`config.mk`:
```
export PLATFORM = sky130hd
export DESIGN_NAME = mem_port_arbiter
export DESIGN_NICKNAME = d
export VERILOG_FILES = /design/src/rtl/mem_port_arbiter.sv
export SDC_FILE = /design/constraint.sdc
export NUM_CORES = 1
export LEC_CHECK = 0
export ABC_AREA = 1
export ABC_CLOCK_PERIOD_IN_PS = 18200
export CORE_AREA = 2 2 140 142
export DETAILED_ROUTE_END_ITERATION = 6
export DIE_AREA = 0 0 142 144
export HOLD_SLACK_MARGIN = 0.08
export PLACE_DENSITY = 0.95
export RECOVER_POWER = 25
export SYNTH_ARGS = -nofsm -noshare
export SYNTH_HDL_FRONTEND = slang
export SYNTH_SLANG_ARGS = --single-unit
```
`constraint.sdc`:
```
create_clock -name clk -period 18.2 [get_ports clk]
set_input_delay 1.82 -clock clk [delete_from_list [all_inputs] [get_ports clk]]
set_output_delay 1.82 -clock clk [all_outputs]
set_load 0.02 [all_outputs]
```
`src/rtl/mem_port_arbiter.sv`:
```
`default_nettype none
// ============================================================================
//  Module   : mem_port_arbiter
//  Purpose  : Two-requester arbiter for the data port of the shared
//             instruction/data memory. Round-robin grant on ties, address
//             legality check at grant, level-driven mem_read held for
//             READ_WAIT cycles, and a clean one-cycle mem_write pulse framed
//             by setup and hold cycles. One-cycle ack (with err) per
//             transaction. Every output is registered.
//  Ports    : clk, rst                      - clock, async active-high reset
//             rN_req/we/addr/wdata (N=0,1)  - requester access request
//             rN_ack/err/rdata              - completion pulse, error, data
//             mem_addr/wdata/read/write     - to memory data port
//             mem_rdata                     - from memory data port
//             busy                          - transaction in progress
//  Revision : 1.0 - initial release
// ============================================================================
module mem_port_arbiter #(
    parameter int                ADDR_W     = 32,
    parameter int                DATA_W     = 32,
    parameter logic [ADDR_W-1:0] DATA_LIMIT = 'h0000_1000,
    parameter int                READ_WAIT  = 2
) (
    input  logic              clk,
    input  logic              rst,
    input  logic              r0_req,
    input  logic              r0_we,
    input  logic [ADDR_W-1:0] r0_addr,
    input  logic [DATA_W-1:0] r0_wdata,
    output logic              r0_ack,
    output logic              r0_err,
    output logic [DATA_W-1:0] r0_rdata,
    input  logic              r1_req,
    input  logic              r1_we,
    input  logic [ADDR_W-1:0] r1_addr,
    input  logic [DATA_W-1:0] r1_wdata,
    output logic              r1_ack,
    output logic              r1_err,
    output logic [DATA_W-1:0] r1_rdata,
    output logic [ADDR_W-1:0] mem_addr,
    output logic [DATA_W-1:0] mem_wdata,
    output logic              mem_read,
    output logic              mem_write,
    input  logic [DATA_W-1:0] mem_rdata,
    output logic              busy
);

    localparam int CNT_W = (READ_WAIT > 1) ? $clog2(READ_WAIT) : 1;

    typedef enum logic [2:0] {
        S_IDLE     = 3'd0,
        S_RD       = 3'd1,
        S_WR_SETUP = 3'd2,
        S_WR_PULSE = 3'd3,
        S_WR_HOLD  = 3'd4,
        S_DONE     = 3'd5
    } state_t;

    state_t             state_q, state_d;
    logic               gnt_q, gnt_d;        // granted requester
    logic               last_q, last_d;      // last granted requester
    logic               we_q, we_d;
    logic               ill_q, ill_d;        // latched request is illegal
    logic [ADDR_W-1:0]  addr_q, addr_d;
    logic [DATA_W-1:0]  wdata_q, wdata_d;
    logic [CNT_W-1:0]   cnt_q, cnt_d;

    logic               r0_ack_q, r0_ack_d, r1_ack_q, r1_ack_d;
    logic               r0_err_q, r0_err_d, r1_err_q, r1_err_d;
    logic [DATA_W-1:0]  r0_rdata_q, r0_rdata_d, r1_rdata_q, r1_rdata_d;
    logic [ADDR_W-1:0]  mem_addr_q, mem_addr_d;
    logic [DATA_W-1:0]  mem_wdata_q, mem_wdata_d;
    logic               mem_read_q, mem_read_d;
    logic               mem_write_q, mem_write_d;
    logic               busy_q, busy_d;

    logic               w_sel;
    logic [ADDR_W-1:0]  w_addr;
    logic [DATA_W-1:0]  w_rdata;

    always_ff @(posedge clk or posedge rst) begin
        if (rst) begin
            state_q     <= S_IDLE;
            gnt_q       <= 1'b0;
            last_q      <= 1'b1;             // r0 wins the first tie
            we_q        <= 1'b0;
            ill_q       <= 1'b0;
            addr_q      <= '0;
            wdata_q     <= '0;
            cnt_q       <= '0;
            r0_ack_q    <= 1'b0;
            r1_ack_q    <= 1'b0;
            r0_err_q    <= 1'b0;
            r1_err_q    <= 1'b0;
            r0_rdata_q  <= '0;
            r1_rdata_q  <= '0;
            mem_addr_q  <= '0;
            mem_wdata_q <= '0;
            mem_read_q  <= 1'b0;
            mem_write_q <= 1'b0;
            busy_q      <= 1'b0;
        end else begin
            state_q     <= state_d;
            gnt_q       <= gnt_d;
            last_q      <= last_d;
            we_q        <= we_d;
            ill_q       <= ill_d;
            addr_q      <= addr_d;
            wdata_q     <= wdata_d;
            cnt_q       <= cnt_d;
            r0_ack_q    <= r0_ack_d;
            r1_ack_q    <= r1_ack_d;
            r0_err_q    <= r0_err_d;
            r1_err_q    <= r1_err_d;
            r0_rdata_q  <= r0_rdata_d;
            r1_rdata_q  <= r1_rdata_d;
            mem_addr_q  <= mem_addr_d;
            mem_wdata_q <= mem_wdata_d;
            mem_read_q  <= mem_read_d;
            mem_write_q <= mem_write_d;
            busy_q      <= busy_d;
        end
    end

    always_comb begin
        state_d     = state_q;
        gnt_d       = gnt_q;
        last_d      = last_q;
        we_d        = we_q;
        ill_d       = ill_q;
        addr_d      = addr_q;
        wdata_d     = wdata_q;
        cnt_d       = cnt_q;
        r0_ack_d    = 1'b0;
        r1_ack_d    = 1'b0;
        r0_err_d    = 1'b0;
        r1_err_d    = 1'b0;
        r0_rdata_d  = r0_rdata_q;
        r1_rdata_d  = r1_rdata_q;
        mem_addr_d  = mem_addr_q;
        mem_wdata_d = '0;
        mem_read_d  = 1'b0;
        mem_write_d = 1'b0;
        busy_d      = 1'b0;
        w_sel       = 1'b0;
        w_addr      = '0;
        w_rdata     = '0;

        // Next-state logic
        case (state_q)
            S_IDLE: begin
                if (r0_req || r1_req) begin
                    w_sel   = (r0_req && r1_req) ? ~last_q : r1_req;
                    w_addr  = w_sel ? r1_addr : r0_addr;
                    gnt_d   = w_sel;
                    last_d  = w_sel;
                    we_d    = w_sel ? r1_we : r0_we;
                    addr_d  = w_addr;
                    wdata_d = w_sel ? r1_wdata : r0_wdata;
                    ill_d   = (w_addr[1:0] != 2'b00) || (w_addr >= DATA_LIMIT);
                    cnt_d   = '0;
                    if (ill_d)
                        state_d = S_DONE;
                    else if (we_d)
                        state_d = S_WR_SETUP;
                    else
                        state_d = S_RD;
                end
            end
            S_RD: begin
                if (cnt_q == CNT_W'(READ_WAIT - 1))
                    state_d = S_DONE;
                else
                    cnt_d = cnt_q + 1'b1;
            end
            S_WR_SETUP: state_d = S_WR_PULSE;
            S_WR_PULSE: state_d = S_WR_HOLD;
            S_WR_HOLD:  state_d = S_DONE;
            S_DONE:     state_d = S_IDLE;
            default:    state_d = S_IDLE;
        endcase

        // Outputs are a function of the state being entered, so that each
        // registered output lines up with its state.
        case (state_d)
            S_RD: begin
                mem_addr_d = addr_d;
                mem_read_d = 1'b1;
            end
            S_WR_SETUP, S_WR_HOLD: begin
                mem_addr_d  = addr_d;
                mem_wdata_d = wdata_d;
            end
            S_WR_PULSE: begin
                mem_addr_d  = addr_d;
                mem_wdata_d = wdata_d;
                mem_write_d = 1'b1;
            end
            S_DONE: begin
                if (!ill_d && we_d)
                    mem_wdata_d = wdata_d;
                // Only a legal read returns data; writes and errors return 0.
                w_rdata = (!ill_d && !we_d) ? mem_rdata : '0;
                if (gnt_d) begin
                    r1_ack_d   = 1'b1;
                    r1_err_d   = ill_d;
                    r1_rdata_d = w_rdata;
                end else begin
                    r0_ack_d   = 1'b1;
                    r0_err_d   = ill_d;
                    r0_rdata_d = w_rdata;
                end
            end
            default: ;
        endcase

        busy_d = (state_d != S_IDLE);
    end

    assign r0_ack    = r0_ack_q;
    assign r0_err    = r0_err_q;
    assign r0_rdata  = r0_rdata_q;
    assign r1_ack    = r1_ack_q;
    assign r1_err    = r1_err_q;
    assign r1_rdata  = r1_rdata_q;
    assign mem_addr  = mem_addr_q;
    assign mem_wdata = mem_wdata_q;
    assign mem_read  = mem_read_q;
    assign mem_write = mem_write_q;
    assign busy      = busy_q;

endmodule
`default_nettype wire

```
# Word-level counts from Yosys, hierarchy flattened
# Cells that the tools add are included.
# classes
n_addsub	1
n_lt_le_gt_ge	1
eq_ne	10
muxes	35
bitwise_logic	2
n_reduce_logical	17
# op_table
op	n
32-bit 2-to-1 mux	8
32-bit case mux with 2 select lines	1
32-bit by 13-bit greater-or-equal comparator with 1-bit output, second input constant	1
1-bit 2-to-1 mux	20
3-bit case mux with 5 select lines	1
3-bit by 2-bit == test with 1-bit output, second input constant	4
3-bit == test, second input constant	3
3-bit 2-to-1 mux	3
2-bit AND reduction	4
3-bit by 1-bit == test with 1-bit output, second input constant	2
2-bit nonzero test	2
4-bit OR reduction	1
1-bit logical AND	3
3-bit zero test	1
3-bit nonzero test	1
3-bit OR reduction	1
1-bit zero test	2
1-bit logical OR	2
2-bit 2-to-1 mux	1
2-bit inequality test, second input constant	1
1-bit inverter	2
1-bit case mux with 2 select lines	1
1-bit adder, second input constant	1
# totals
register_bits	207
in_bits	166
out_inout_bits	135
wordCells	85

# Longest topological paths before layout
# depth
depth_word	11
mapped_depth	19
depth_no_buf	17

# Least setup slack after synthesis
# Ideal clock, no wire load.
# synth_path
path_type	input -> register
start	in r1_req
end	reg mem_addr_q[16], in the netlist mem_addr[16]
setup_time_ns	0.117
arrival_ns	3.458
required_time_ns	18.083
setup_slack_ns	14.625
stages	17
path_buffers	4
path_cell_list	buf_4 -> buf_2 -> nand3b_1 -> nand2_1 -> nand2_1 -> nor2_1 -> nand2_1 -> nor2_1 -> nand2_1 -> o21ai_1 -> nand2_2 -> nand2_2 -> nand2_2 -> buf_6 -> buf_6 -> nand3_1 -> nand2_1
# synth_between
elab_chain_len	10
elab_cells_between_ends	19
classes_between	order compare (1); eq/ne (4); mux (9); reduce/logical (5)
# synth_lines
item	line_no	source
from (decl)	33	input logic r1_req,
1-bit logical AND	153	w_sel = (r0_req && r1_req) ? ~last_q : r1_req;
1-bit 2-to-1 mux	153	
32-bit 2-to-1 mux	154	w_addr = w_sel ? r1_addr : r0_addr;
32-bit by 13-bit greater-or-equal comparator with 1-bit output / 2-bit nonzero test (equally long branches)	160	ill_d = (w_addr[1:0] != 2'b00) || (w_addr >= DATA_LIMIT);
1-bit logical OR	160	
3-bit 2-to-1 mux	162	if (ill_d)
3-bit 2-to-1 mux	152	if (r0_req || r1_req) begin
3-bit case mux with 5 select lines	150	case (state_q)
3-bit by 2-bit == test with 1-bit output, or another cell as far along	185	case (state_d)
4-bit OR reduction (no source line)	--	
to (signal assigned)	117	mem_addr_q <= mem_addr_d;
to (decl)	71	logic [ADDR_W-1:0] mem_addr_q, mem_addr_d;
# Parallel ways exist; a longest one is shown, timed or not.
# A chain may end at the register's enable or synchronous reset.

# Final worst setup path
# layout_path
start	in r1_req
end	reg mem_addr_q[29], in the netlist mem_addr[29]
# The elaborated chain is that of the path after synthesis.

==> flow_summary.yaml <==
route:
  wl_um: 27420
  drcViolationCount: 0
  top_metal_layer_carrying_routed_signals: "met4"
  detailroute.via_count: 8732
  met3RoutedLength_um: 2226
  drt-pass1-iter-count: 5
  routed-wl-met2_um: 13340
  met1Wirelength_um: 10730
  drt_iter0_markers: 614
  wl_per_cell_um: 16.92
  postRouteAntennaNets: 0
  vias_per_cell: 5.387
cells_and_area:
  stdcell_area_um2: 13010
  area.sequential_um2: 5181
  multi_input_area_um2: 3496
  nNetsFinal: 1535
  n_antenna_cell: 0
  areaGrowthSynthToFinish_pct: 39.34
  drive_gt1_share_pct: 6.652
  fill_cells: 1385
global_route:
  antenna_found_initial: 0
  pin_count_of_the_biggest_net_entering_global_routing: 125
  first_pass_grt_wire_length_um: 42390
  grt_usage_pct: 25.91
  gr-total-overflow: 0
  grt_pass1_vias: 8382
floorplan:
  placement_rows: 51
  design.core.area_um2: 19080
  die_width_um: 142
  die_height_um: 144
  die-area_um2: 20450
  num_io_pins: 301
  initial_utilization_pct: 48.94
logic_synthesis:
  yosys_warnings: 0
  postSynthAreaPerCell_um2: 8.382
  post_synth_instance_area_um2: 9338
  post_synth_num_cell_types: 29
  synthDominantAreaCellType: "dfrtp_1"
  syn_nets: 1280
  synthesized_flop_and_latch_total: 207
  synth_cells: 1114
  yosysSeqAreaShare_pct: 55.49
  dominant_cells_by_area_after_synthesis: "dfrtp_1 55%, nand2_1 16%, o21ai_0 4.6%"
  netlist.area_leader.share_pct: 55.21
power_and_ir_drop:
  power.ir.vdd_worst_mv: 0.1169
  power_switching_share_pct: 43.11
  net_switching_power_figure_w: 0.0009579
  static-leakage-power_nw: 6.316
  pwr_density_cell_nw_per_um2: 170.8
  clock_power_share_pct: 20.2
  share_seq_of_total_power_pct: 32.7
  overall_power_after_layout_w: 0.002222
  p_comb_share_pct: 47.2
  cell_internal_pwr_w: 0.001264
cts:
  clk-insertion-delay-late_ps: 490
  cts.hold.buffers_added: 0
  clock_tree_from_tritoncts: "yes"
  clk_sink_count: 207
  ctsResizeCount: 0
  cts_root_buffer: "clkbuf_16"
  cts.path.max_buffers: 3
  clkSlewWorstSetupHoldPaths_ps: 60
  htree_num_levels: 1
  cts_made_buffers: 22
  cts.repair_timing.setup_buffer_count: 0
sta:
  rsz0062_at_grt: "false"
  hold_viol_final: 0
  worstMarginPinSlew_ps: 5265
  finalWorstPathRequiredPeriod_ps: 6547
  slew_violations: 125
  slew_headroom_pct: -252.9
  final_cycle_utilization_of_the_critical_path_pct: 35.97
  setup_violations: 0
  setup_total_negative_slack_ps: 0
  maxClockFrequency_mhz: 152.7
  skew_ps: 9.687
worst_setup_path:
  end_kind: "flop"
  crit_path_max_fanout: 67
  crit_end: "mem_addr[29]"
  worst_setup_path_start_kind: "input port"
  timing.critical_path.cells: "clkdlybuf4s50_1 > nand2_4 > inv_2 > or2_1 > o21ai_1 > inv_2 > nand3_1 > nand2_1 > nand2_1 > nand2_2 > nand2_2 > nand2_2 > buf_4 > nand2_2 > nand2_1 > nand2_1"
  wp_data_arrival_ps: 6920
  worstSetupPathDepth: 16
  crit_path_start: "r1_req"
  critPathRequiredTime_ps: 18580
  worst-r2r-cell-count: 19
  critical-path-top-delay-family: "simple AND/OR/NAND/NOR gates"
  slowest_stage: "clkdlybuf4s50_1"
  critical_path.max_stage_delay_ps: 850
  timing_worst_setup_path_type: "input port to flop"
  r2r_start: "last_q"
  critical_path.n_buffers_inverters: 4
  r2r_slack_ps: 13110
  regToRegEndpoint: "mem_addr[29]"
placed_design:
  detailed_place_hpwl_um: 18410
  placed_cell_area_um2: 12300
  gp_congestion: 0.8983
  placement.io_buffers: 300
status:
  violations: "max-capacitance violations, max-slew violations"
  status: "complete, but fails checks"
hold_path:
  worstHoldPathType: "flop to flop"
job:
  cap_violations: 1
==> flip-flops by register name, summed over array words and instances, names as in the netlist, 3 cells and up <==
register   flops
mem_wdata     32
r0_rdata      32
r1_rdata      32
wdata_q       32
state_q        3
mem_addr      32
addr_q        32
==> per-stage QoR <==
stage	hold WS (ps)	std cells	worst slack [ps]	utilization, %
after detailed placement	457.2	1583	11160	64.47
after CTS	471.7	1621	11680	68.23
final	465.6	1621	11650	68.19
after global placement	453.2	1583	11400	64.47
after global routing	482.9	1621	11100	68.19
after floorplan	445.2	1114	10730	-
==> kinds of logic after synthesis <==
family,count (synthesis),synth area share [%]
and+or+nand+nor,627,28.63
AOI/OAI and AO/OA,136,8.683
DFF,207,55.49
buffers and inverters,144,7.195
==> power by group through the flow <==
stage | Combinational [W] | Clock [W] | Sequential, W
2_1_floorplan | 0.000580 | 0 | 0.000832
3_3_place_gp | 0.00101 | 0 | 0.000724
3_5_place_dp | 0.00104 | 0 | 0.000727
4_1_cts | 0.00105 | 0.000455 | 0.000724
5_1_grt | 0.00115 | 0.000475 | 0.000739
6_report | 0.00105 | 0.000448 | 0.000725
==> worst min-delay path by stage <==
stage	startpoint	end	depth (start not counted)
5_1_grt	r1_rdata[8]	r1_rdata[8]	2
2_1_floorplan	addr_q[0]	addr_q[0]	2
3_5_place_dp	r1_rdata[18]	r1_rdata[18]	2
4_1_cts	r0_rdata[29]	r0_rdata[29]	2
6_report	r0_rdata[29]	r0_rdata[29]	2
3_3_place_gp	r0_rdata[30]	r0_rdata[30]	2
==> synth_stat cells (all sizes together) <==
cell type  instances
a21oi              2
buf               46
clkbuf            32
clkinv             1
dfrtp            206
dfstp              1
inv               65
nand2            404
nand3             38
nand3b            14
nand4             64
nor2             102
nor3               2
o21a               1
o21ai            121
o31ai             12
or2                3
==> layout make-up <==
| type | instances | area share [%] |
|---|---|---|
| sequential | 207 | 39.82 |
| tap | 238 | 2.289 |
| clock inverter | 9 | 0.7597 |
| inverter | 66 | 1.914 |
| multi-input combinational | 763 | 26.87 |
| clock buffer | 29 | 4.750 |
| timing repair buffer | 309 | 23.60 |
==> per-layer routing <==
layer	global-route usage [%]	vias to the layer above
met5	0	-
met4	10.21	0
met3	4.338	84
met2	44.32	475
met1	33.16	4080
li1	-	4093
==> layout by cell type, fill, tap and decap left out, types with 2 or more instances in the layout <==
cell / n
nand2_1: 396
dfrtp_1: 206
o21ai_1: 9
nand4_1: 64
inv_1: 60
o21ai_2: 26
nor2_1: 99
inv_2: 4
clkbuf_16: 23
nor2_2: 2
clkbuf_8: 2
nand3_2: 3
nor3_1: 2
nand3_1: 35
dlygate4sd3_1: 14
bufinv_16: 2
clkinv_2: 6
o31ai_1: 12
nand2_4: 2
o21ai_0: 86
or2_2: 2
clkbuf_1: 4
nand3b_1: 14
nand2_2: 6
clkdlybuf4s50_1: 286
buf_4: 9
==> worst register-to-register path, stage by stage (launching register included) <==
cell     delay (ps)
dfstp_2         540
nand2_2         190
nand2_4         360
buf_4           480
nand2_1         120
nand2_1         110
nand2_1          50
nor2_1           80
nand2_1          50
nor2_1          160
nand3_1          90
nand2_1          60
nand2_1          60
nand2_2         130
nand2_2         670
nand2_2         220
buf_4           660
nand2_2         640
nand2_1         220
nand2_1          80
(Power assumes the default switching activity.)
